==> src/rtl/display_scheduler.sv <==
// display_scheduler: page sequencer/arbiter for the seven-segment scoreboard.
// Cycles score pages with blank gaps between them; timed alerts pre-empt the page view.
module display_scheduler #(
  parameter int TICK_DIV  = 100000,
  parameter int PAGE_MS   = 2000,
  parameter int GAP_MS    = 50,
  parameter int ALERT_MS  = 1000,
  parameter int NUM_PAGES = 7
) (
  input  logic       clk,
  input  logic       rst,
  input  logic       en,
  input  logic       auto_en,
  input  logic       btn_next,
  input  logic       btn_prev,
  input  logic       alert_req,
  input  logic [2:0] alert_code,
  output logic [2:0] page,
  output logic       blank,
  output logic       alert_active,
  output logic [2:0] alert_sel,
  output logic       page_changed
);
  localparam int PW = TICK_DIV > 1 ? $clog2(TICK_DIV) : 1;
  localparam int DW = PAGE_MS > 1 ? $clog2(PAGE_MS) : 1;
  localparam int HM = GAP_MS > ALERT_MS ? GAP_MS : ALERT_MS;
  localparam int HW = HM > 1 ? $clog2(HM) : 1;
  typedef enum logic [1:0] {OFF, SHOW, GAP, ALERT} state_t;
  state_t state, state_n;
  logic [PW-1:0] presc, presc_n;
  logic [DW-1:0] dwell, dwell_n;
  logic [HW-1:0] hold, hold_n;
  logic [2:0] page_n, sel_n, pg_inc, pg_dec;
  logic ms_tick, step_next, step_prev, pc_n;
  always_comb begin
    ms_tick = presc == PW'(TICK_DIV - 1);
    step_next = btn_next & ~btn_prev;
    step_prev = btn_prev & ~btn_next;
    pg_inc = page == 3'(NUM_PAGES - 1) ? 3'd0 : page + 3'd1;
    pg_dec = page == 3'd0 ? 3'(NUM_PAGES - 1) : page - 3'd1;
    state_n = state;
    page_n = page;
    dwell_n = dwell;
    hold_n = hold;
    sel_n = alert_sel;
    pc_n = 1'b0;
    presc_n = ms_tick ? '0 : presc + 1'b1;
    case (state)
      OFF: begin
        state_n = SHOW;
        presc_n = '0;
        dwell_n = '0;
      end
      SHOW, GAP: begin
        if (alert_req) begin
          state_n = ALERT;
          sel_n = alert_code;
          presc_n = '0;
          hold_n = '0;
        end else if (step_next | step_prev) begin
          page_n = step_next ? pg_inc : pg_dec;
          pc_n = 1'b1;
          state_n = GAP;
          presc_n = '0;
          hold_n = '0;
        end else if (state == SHOW) begin
          if (ms_tick & auto_en) begin
            if (dwell == DW'(PAGE_MS - 1)) begin
              page_n = pg_inc;
              pc_n = 1'b1;
              state_n = GAP;
              hold_n = '0;
            end else dwell_n = dwell + 1'b1;
          end
        end else if (ms_tick) begin
          if (hold == HW'(GAP_MS - 1)) begin
            state_n = SHOW;
            dwell_n = '0;
            hold_n = '0;
          end else hold_n = hold + 1'b1;
        end
      end
      default: begin
        // a fresh request relatches the code and restarts the hold from zero
        if (alert_req) begin
          sel_n = alert_code;
          presc_n = '0;
          hold_n = '0;
        end else if (ms_tick) begin
          if (hold == HW'(ALERT_MS - 1)) begin
            state_n = GAP;
            hold_n = '0;
          end else hold_n = hold + 1'b1;
        end
      end
    endcase
    if (!en) begin
      state_n = OFF;
      page_n = '0;
      dwell_n = '0;
      hold_n = '0;
      presc_n = '0;
      sel_n = '0;
      pc_n = 1'b0;
    end
  end
  always_ff @(posedge clk or posedge rst) begin
    if (rst) begin
      state <= OFF;
      page <= '0;
      dwell <= '0;
      hold <= '0;
      presc <= '0;
      alert_sel <= '0;
      blank <= 1'b1;
      alert_active <= 1'b0;
      page_changed <= 1'b0;
    end else begin
      state <= state_n;
      page <= page_n;
      dwell <= dwell_n;
      hold <= hold_n;
      presc <= presc_n;
      alert_sel <= sel_n;
      blank <= state_n == OFF || state_n == GAP;
      alert_active <= state_n == ALERT;
      page_changed <= pc_n;
    end
  end
endmodule

==> config.mk <==
export PLATFORM = sky130hd
export DESIGN_NAME = display_scheduler
export DESIGN_NICKNAME = d
export VERILOG_FILES = /design/src/rtl/display_scheduler.sv
export SDC_FILE = /design/constraint.sdc
export NUM_CORES = 1
export LEC_CHECK = 0
export CAP_MARGIN = 20
export CORE_MARGIN = 2
export CORE_UTILIZATION = 60
export DETAILED_ROUTE_END_ITERATION = 16
export PLACE_DENSITY = 0.81
export REMOVE_ABC_BUFFERS = 1
export SLEW_MARGIN = 20
export SYNTH_ARGS = -nofsm -noshare
export SYNTH_HDL_FRONTEND = slang
export SYNTH_SLANG_ARGS = --single-unit
==> constraint.sdc <==
create_clock -name clk -period 4.05 [get_ports clk]
set_input_delay 0.405 -clock clk [delete_from_list [all_inputs] [get_ports clk]]
set_output_delay 0.405 -clock clk [all_outputs]
set_load 0.05 [all_outputs]
==> impl_metrics.yaml, run 1 <==
grt:
  globalRouteTotalUtil_pct: 22.19
  antenna_found_initial: 0
  grt_pass1_vias: 2108
  grt_pass1_wl_microns: 9584
  grt-ovfl-total: 0
  grt_max_degree: 50
logic_synthesis:
  yosysTopAreaCell: "dfrtp_1"
  ys_ff_latch: 49
  async_flop_share_pct: 100.0
  synth_area_sq_um: 2938
  synth-seq-area-share_pct: 41.78
  synth.avg_cell_area_sq_um: 9.181
  ys_types: 47
  synth_top_area_share_pct: 40.89
  ys.flop_type: "dfrtp_1"
  syn_inst: 320
  yosysWarnings: 0
  synth_edf_count: 0
  synth_area_leaders: "dfrtp_1, ha_1, nor2_1"
routing:
  via_per_inst: 5.755
  wire_per_inst_microns: 13.73
  drc_errors: 0
  dr.pass1.iters: 5
  via_count: 2325
  drt-total-wl_microns: 5548
  ant_nets: 0
  drt_iter0_markers: 158
timing:
  finalMaxSlewViolations: 0
  fin_skew_ns: 0.005215
  post-route-period-util_pct: 69.38
  final.min_clock_period_ns: 2.810
  rsz0062_at_grt: "false"
  tightest_slew_ns: 0.8252
  finalSetupViolCount: 0
  hold_violations: 0
  layout_setup_ws_ns: 1.240
  relSlewSlack_pct: 44.92
  fmax_mhz: 355.9
  finalSetupTns_ns: 0
cts:
  htreeDepth: 2
  cts_hold_buf: 0
  cts.clk_slew.worst_paths_ns: 0.10
  cts_buffer_depth: 2
  cts_setup_buffers: 0
  clock_sinks: 49
  clk_latency_ns: 0.31
  clock_tree.root_cell: "clkbuf_8"
  cts.repair.resized: 0
  tritoncts: "done"
  cts_inserted_buffers: 5
floorplanning:
  die_area_sq_um: 5472
  core_area_sq_um: 4723
  start_util_pct: 62.20
  row_count: 25
  die_y_microns: 73.98
  fp.dieW_microns: 73.98
  io_pins: 19
worst_setup_path:
  worstReg2RegStart: "presc[0]"
  r2r-end: "hold[5]"
  path_class: "reg2reg"
  critPathMaxFanout: 12
  endpoint_kind: "flop"
  startpoint_type: "flop"
  worstPathArrival_ns: 3.01
  cp.required_ns: 4.25
  ff2ff_setup_slack_ns: 1.24
  ff2ff_path_depth: 7
min_path:
  hold_end: "presc[0]"
  min_path_cells: 1
  hp-class: "reg2reg"
  hold_start: "presc[0]"
layout:
  diodes: 0
  fillCellCount: 395
  final_cells: 404
  design.final.nets: 361
  drive_gt1_share_pct: 7.418
  syn2layout_area_growth_pct: 10.31
pwr:
  seq_power_share_pct: 40.3
  leakage_nw: 1.402
  internal_power_mw: 0.8328
  power.share.clock_pct: 21.6
  max-vdd-ir-drop_mv: 0.2738
  switchingPower_mw: 0.5598
  p_comb_share_pct: 38.1
  p_per_area_nw_per_um2: 429.7
  swShare_pct: 40.20
job:
  drv_cap: 0
placed_design:
  portBuffers: 18
  globalplace.congestion: 0.8964
  dpl.hpwl_microns: 3948
  place_ws_ns: 1.155
  dp_cells: 396
status:
  status: "finished clean"
[worst max-delay path by stage]
| stage | start | to | slack [ns] | cells after the start |
|---|---|---|---|---|
| floorplan | presc[0] | dwell[5] | 1.63 | 7 |
| global placement | en | hold[9] | 1.25 | 6 |
| detailed placement | en | hold[9] | 1.15 | 6 |
| CTS | presc[0] | hold[5] | 1.22 | 7 |
| global route | presc[0] | hold[5] | 1.01 | 7 |
| finish | presc[0] | hold[5] | 1.24 | 7 |
[Yosys cell counts (2+ instances only)]
library cell and number:
clkbuf_1 4, and3_1 5, or4_1 3, nor2b_1 4, buf_6 3, o31ai_1 7
nand4b_1 5, xnor2_1 8, nand4_1 5, inv_1 13, nand3_1 21, a21oi_1 9
nand2_1 26, dfrtp_1 48, mux2i_1 6, ha_1 15, or2_2 7, or3_1 3
nor3_1 10, nand4b_4 2, nand3b_1 4, o41ai_1 4, a211oi_1 3, o22ai_1 2
nor2_1 44, xor2_1 11, and3b_1 3, nand2b_1 7, o21ai_0 20
[flip-flops by register name (all words and copies together), names as in the netlist]
| register | flops |
|---|---|
| presc | 17 |
| dwell | 11 |
| hold | 10 |
| alert_sel | 3 |
| page | 3 |
| state | 2 |
| alert_active | 1 |
| blank | 1 |
| page_changed | 1 |
[layout make-up]
cell class	instances	area (sq um)	area share (%)
Clock buffer	5	68.82	2.124
Multi-Input combinational cell	249	1604	49.50
Tap cell	67	83.83	2.587
Sequential cell	49	1227	37.88
Timing Repair Buffer	18	180.2	5.560
Inverter	13	50.05	1.544
Clock inverter	3	26.28	0.8108
[per-stage QoR]
stage                     area, sq um  hold WS (ns)  util (%)  power (mW)
final                            3241        0.5254     68.61       1.393
after global placement           3144        0.4874     66.57       1.086
after CTS                        3239        0.5110     68.58       1.402
after floorplan                  2880        0.4728         -      0.9592
after global routing             3241        0.5566     68.61       1.489
after detailed placement         3144        0.4974     66.57       1.098
[critical path: stages (launching register included)]
cell      delay (ns)
dfrtp_1         0.42
ha_1            0.32
nand4b_4        0.13
nor3_1          0.52
o211a_1         0.25
o21ai_1         0.23
or2_2           0.47
o41ai_1         0.35
[cells in the final DEF (no fill, tap or decap), types with 2 or more instances in the layout]
cell type         n
a211oi_1          3
a21oi_1           9
and3_1            5
and3b_1           3
clkbuf_8          5
clkdlybuf4s50_1  18
clkinvlp_4        2
dfrtp_1          48
ha_1             15
inv_1            12
mux2i_1           6
nand2_1          26
nand2b_1          7
nand3_1          21
nand3b_1          4
nand4_1           5
nand4b_1          5
nand4b_4          2
nor2_1           44
nor2b_1           4
nor3_1           10
o21ai_0          20
o22ai_1           2
o31ai_1           7
o41ai_1           4
or2_2             7
or3_1             3
or4_1             3
xnor2_1           8
xor2_1           11
[cells by family after synthesis]
group | count (synthesis) | synth area share [%]
AO/OA/AOI/OAI | 55 | 12.22
buffers and inverters | 22 | 3.620
XOR/XNOR | 19 | 5.664
flip-flops | 49 | 41.78
adder cells (fa/ha/maj) | 15 | 6.388
AND/OR/NAND/NOR | 154 | 28.28
multiplexers | 6 | 2.044
[power groups by stage]
stage | registers (mW) | logic [mW] | clock network (mW)
2_1_floorplan | 0.633 | 0.326 | 0
3_3_place_gp | 0.569 | 0.517 | 0
3_5_place_dp | 0.571 | 0.527 | 0
4_1_cts | 0.561 | 0.530 | 0.311
5_1_grt | 0.569 | 0.588 | 0.332
6_report | 0.561 | 0.531 | 0.301
[routing by layer]
layer / track usage (%) / share of wire, %
met1: 31.68 / 49
met2: 34.33 / 47
met3: 3.930 / 2.9
met4: 7.475 / 1.1
met5: 0 / 0
Note: power is estimated with default switching activity, not from simulation.
==> run 2, diff against run 1 <==
CORE_UTILIZATION = 53   (was 60)
PLACE_DENSITY = 0.75   (was 0.81)
clock period = 2.51 ns   (was 4.05 ns; I/O delays follow)
==> run 2 against run 1 <==
  * Flip-flop and latch count unchanged
  * Global-route usage decreased by 1.5 points
  * Design area increased by 6.1%
  * Fmax increased by 14%
  * First-iteration DRC count is 18% lower
  * Largest power group is now combinational logic
  * Sequential share of layout area down 2.2 points
  * Combinational power up 82%
  * Highest routed layer unchanged
  * Non-clock buffer count grew 18
  * Via count grew 2.9%
  * Setup slack got worse by 1.2 ns
==> impl_metrics.yaml, run 2 (synthesis gave the netlist of run 1 again) <==
worst_setup_path:
  worstPathArrival_ns: 2.69
  endpoint_kind: "flop"
  critical-path-top-delay-family: "simple AND/OR/NAND/NOR gates"
  path_buf_inv: 0
  path_class: "reg2reg"
  ff2ff_path_depth: 6
  cp.required_ns: 2.74
  crit_path_top_delay_cell: "or4b_4"
  critPathMaxFanout: 7
  startpoint_type: "flop"
  ff2ff_setup_slack_ns: 0.05
  cp_cell_sequence: "nor4b_2 -> or4b_4 -> a2bb2oi_4 -> a21o_1 -> or4_4 -> a21oi_2"
  slowest_delay_ns: 0.54
  r2r-end: "dwell[5]"
  worstReg2RegStart: "presc[14]"
cts:
  cts.clk_slew.worst_paths_ns: 0.09
  clock_tree.root_cell: "clkbuf_8"
  tritoncts: "done"
  htreeDepth: 2
  cts_buffer_depth: 2
  clock_sinks: 49
  clk_latency_ns: 0.30
  cts_inserted_buffers: 5
pwr:
  p_per_area_nw_per_um2: 715.9
  p_comb_share_pct: 39.2
  p_total_mw: 2.462
  seq_power_share_pct: 36.9
  switchingPower_mw: 0.9183
  max-vdd-ir-drop_mv: 0.4018
  power.share.clock_pct: 23.8
  internal_power_mw: 1.544
  swShare_pct: 37.29
  leakage_nw: 1.506
routing:
  drt_iter0_markers: 129
  dr.pass1.iters: 4
  via_per_inst: 5.602
  wire_per_inst_microns: 13.81
  drc_errors: 0
  drt-total-wl_microns: 5898
  ant_nets: 0
  via_count: 2392
timing:
  finalSetupViolCount: 0
  whs_ns: 0.1903
  finalMaxSlewViolations: 0
  layout_setup_ws_ns: 0.05229
  relSlewSlack_pct: 57.86
  post-route-period-util_pct: 97.92
  fmax_mhz: 406.9
  final.min_clock_period_ns: 2.458
  tightest_slew_ns: 0.6162
  fin_skew_ns: 0.009038
  hold_violations: 0
layout:
  top_register: "presc"
  diodes: 0
  design.final.nets: 379
  final_cells: 427
  largest_reg_flops: 17
  syn2layout_area_growth_pct: 17.08
  final_common_cell: "dfrtp_1"
  final_cell_mix: "dfrtp_1, nor2_1, nand2_1, nand3_1, o21ai_0"
  reg_top3: "presc: 17 flops, dwell: 11 flops, hold: 10 flops"
  drive_gt1_share_pct: 13.24
  fillCellCount: 439
min_path:
  hp-class: "in2async"
placed_design:
  portBuffers: 18
  globalplace.congestion: 0.8346
  place_ws_ns: 0.05090
  dpl.hpwl_microns: 4187
  dp_cells: 415
floorplanning:
  die_y_microns: 78.45
  io_pins: 19
  row_count: 27
  core_area_sq_um: 5439
  die_area_sq_um: 6154
  start_util_pct: 54.01
  fp.dieW_microns: 78.45
grt:
  grt-ovfl-total: 0
  grt_pass1_wl_microns: 10340
  globalRouteTotalUtil_pct: 20.72
  grt_pass1_vias: 2331
  grt_max_degree: 39
  antenna_found_initial: 0
status:
  status: "finished clean"
job:
  drv_cap: 0
## run 2: cell types whose count changed in the layout (fill, tap and decap cells not counted), sizes merged
cell,previous run,this run
clkinv,1,0
clkbuf,5,6
clkinvlp,2,1
bufinv,0,1
buf,0,18
## run 2: power groups by stage
stage	combinational (mW)	sequential, mW	clock, mW
6_report	0.966	0.909	0.587
3_3_place_gp	0.917	0.919	0
4_1_cts	0.931	0.907	0.603
3_5_place_dp	0.925	0.921	0
5_1_grt	1.07	0.918	0.632
2_1_floorplan	0.526	1.02	0
## run 2: layout make-up
| cell class | count | area [sq um] | area share (%) |
|---|---|---|---|
| well taps | 72 | 90.09 | 2.619 |
| clock inverters | 2 | 37.54 | 1.091 |
| repair buffers | 36 | 315.3 | 9.167 |
| clock buffers | 6 | 82.58 | 2.401 |
| multi-input cells | 249 | 1638 | 47.62 |
| inverters | 13 | 48.80 | 1.419 |
| flip-flops and latches | 49 | 1227 | 35.69 |
## run 2: layer usage
layer / global-route usage (%) / part of all wire (%) / up-vias / routed length, microns
li1: - / - / 1194 / -
met1: 27.90 / 48 / 1157 / 2857
met2: 33.97 / 48 / 33 / 2814
met3: 3.908 / 2.6 / 8 / 151
met4: 6.491 / 1.3 / 0 / 74
met5: 0 / 0 / - / 0
## run 2: how the worst max path moves through the flow
stage / start / endpoint / slack [ns] / depth (start not counted)
2_1_floorplan: presc[0] / dwell[5] / 0.09 / 7
3_3_place_gp: btn_prev / dwell[5] / 0.13 / 9
3_5_place_dp: presc[0] / dwell[5] / 0.05 / 7
4_1_cts: presc[0] / dwell[5] / 0.02 / 7
5_1_grt: presc[14] / dwell[5] / -0.002 / 6
6_report: presc[14] / dwell[5] / 0.05 / 6
## run 2: stage by stage
stage / util (%) / setup TNS, ns / instance area, sq um
after floorplan: - / 0 / 2880
after global placement: 59.86 / 0 / 3256
after detailed placement: 59.86 / 0 / 3256
after CTS: 62.07 / 0 / 3376
after global routing: 63.24 / -0.001719 / 3440
final: 63.24 / 0 / 3440
## run 2: repair_timing
action | in CTS | in global routing
resized for setup | 0 | 6
buffers inserted | 0 | 4
hold buffers | 0 | 0
setup endpoints to repair | 0 | 1
endpoints found under the hold margin | 0 | 0
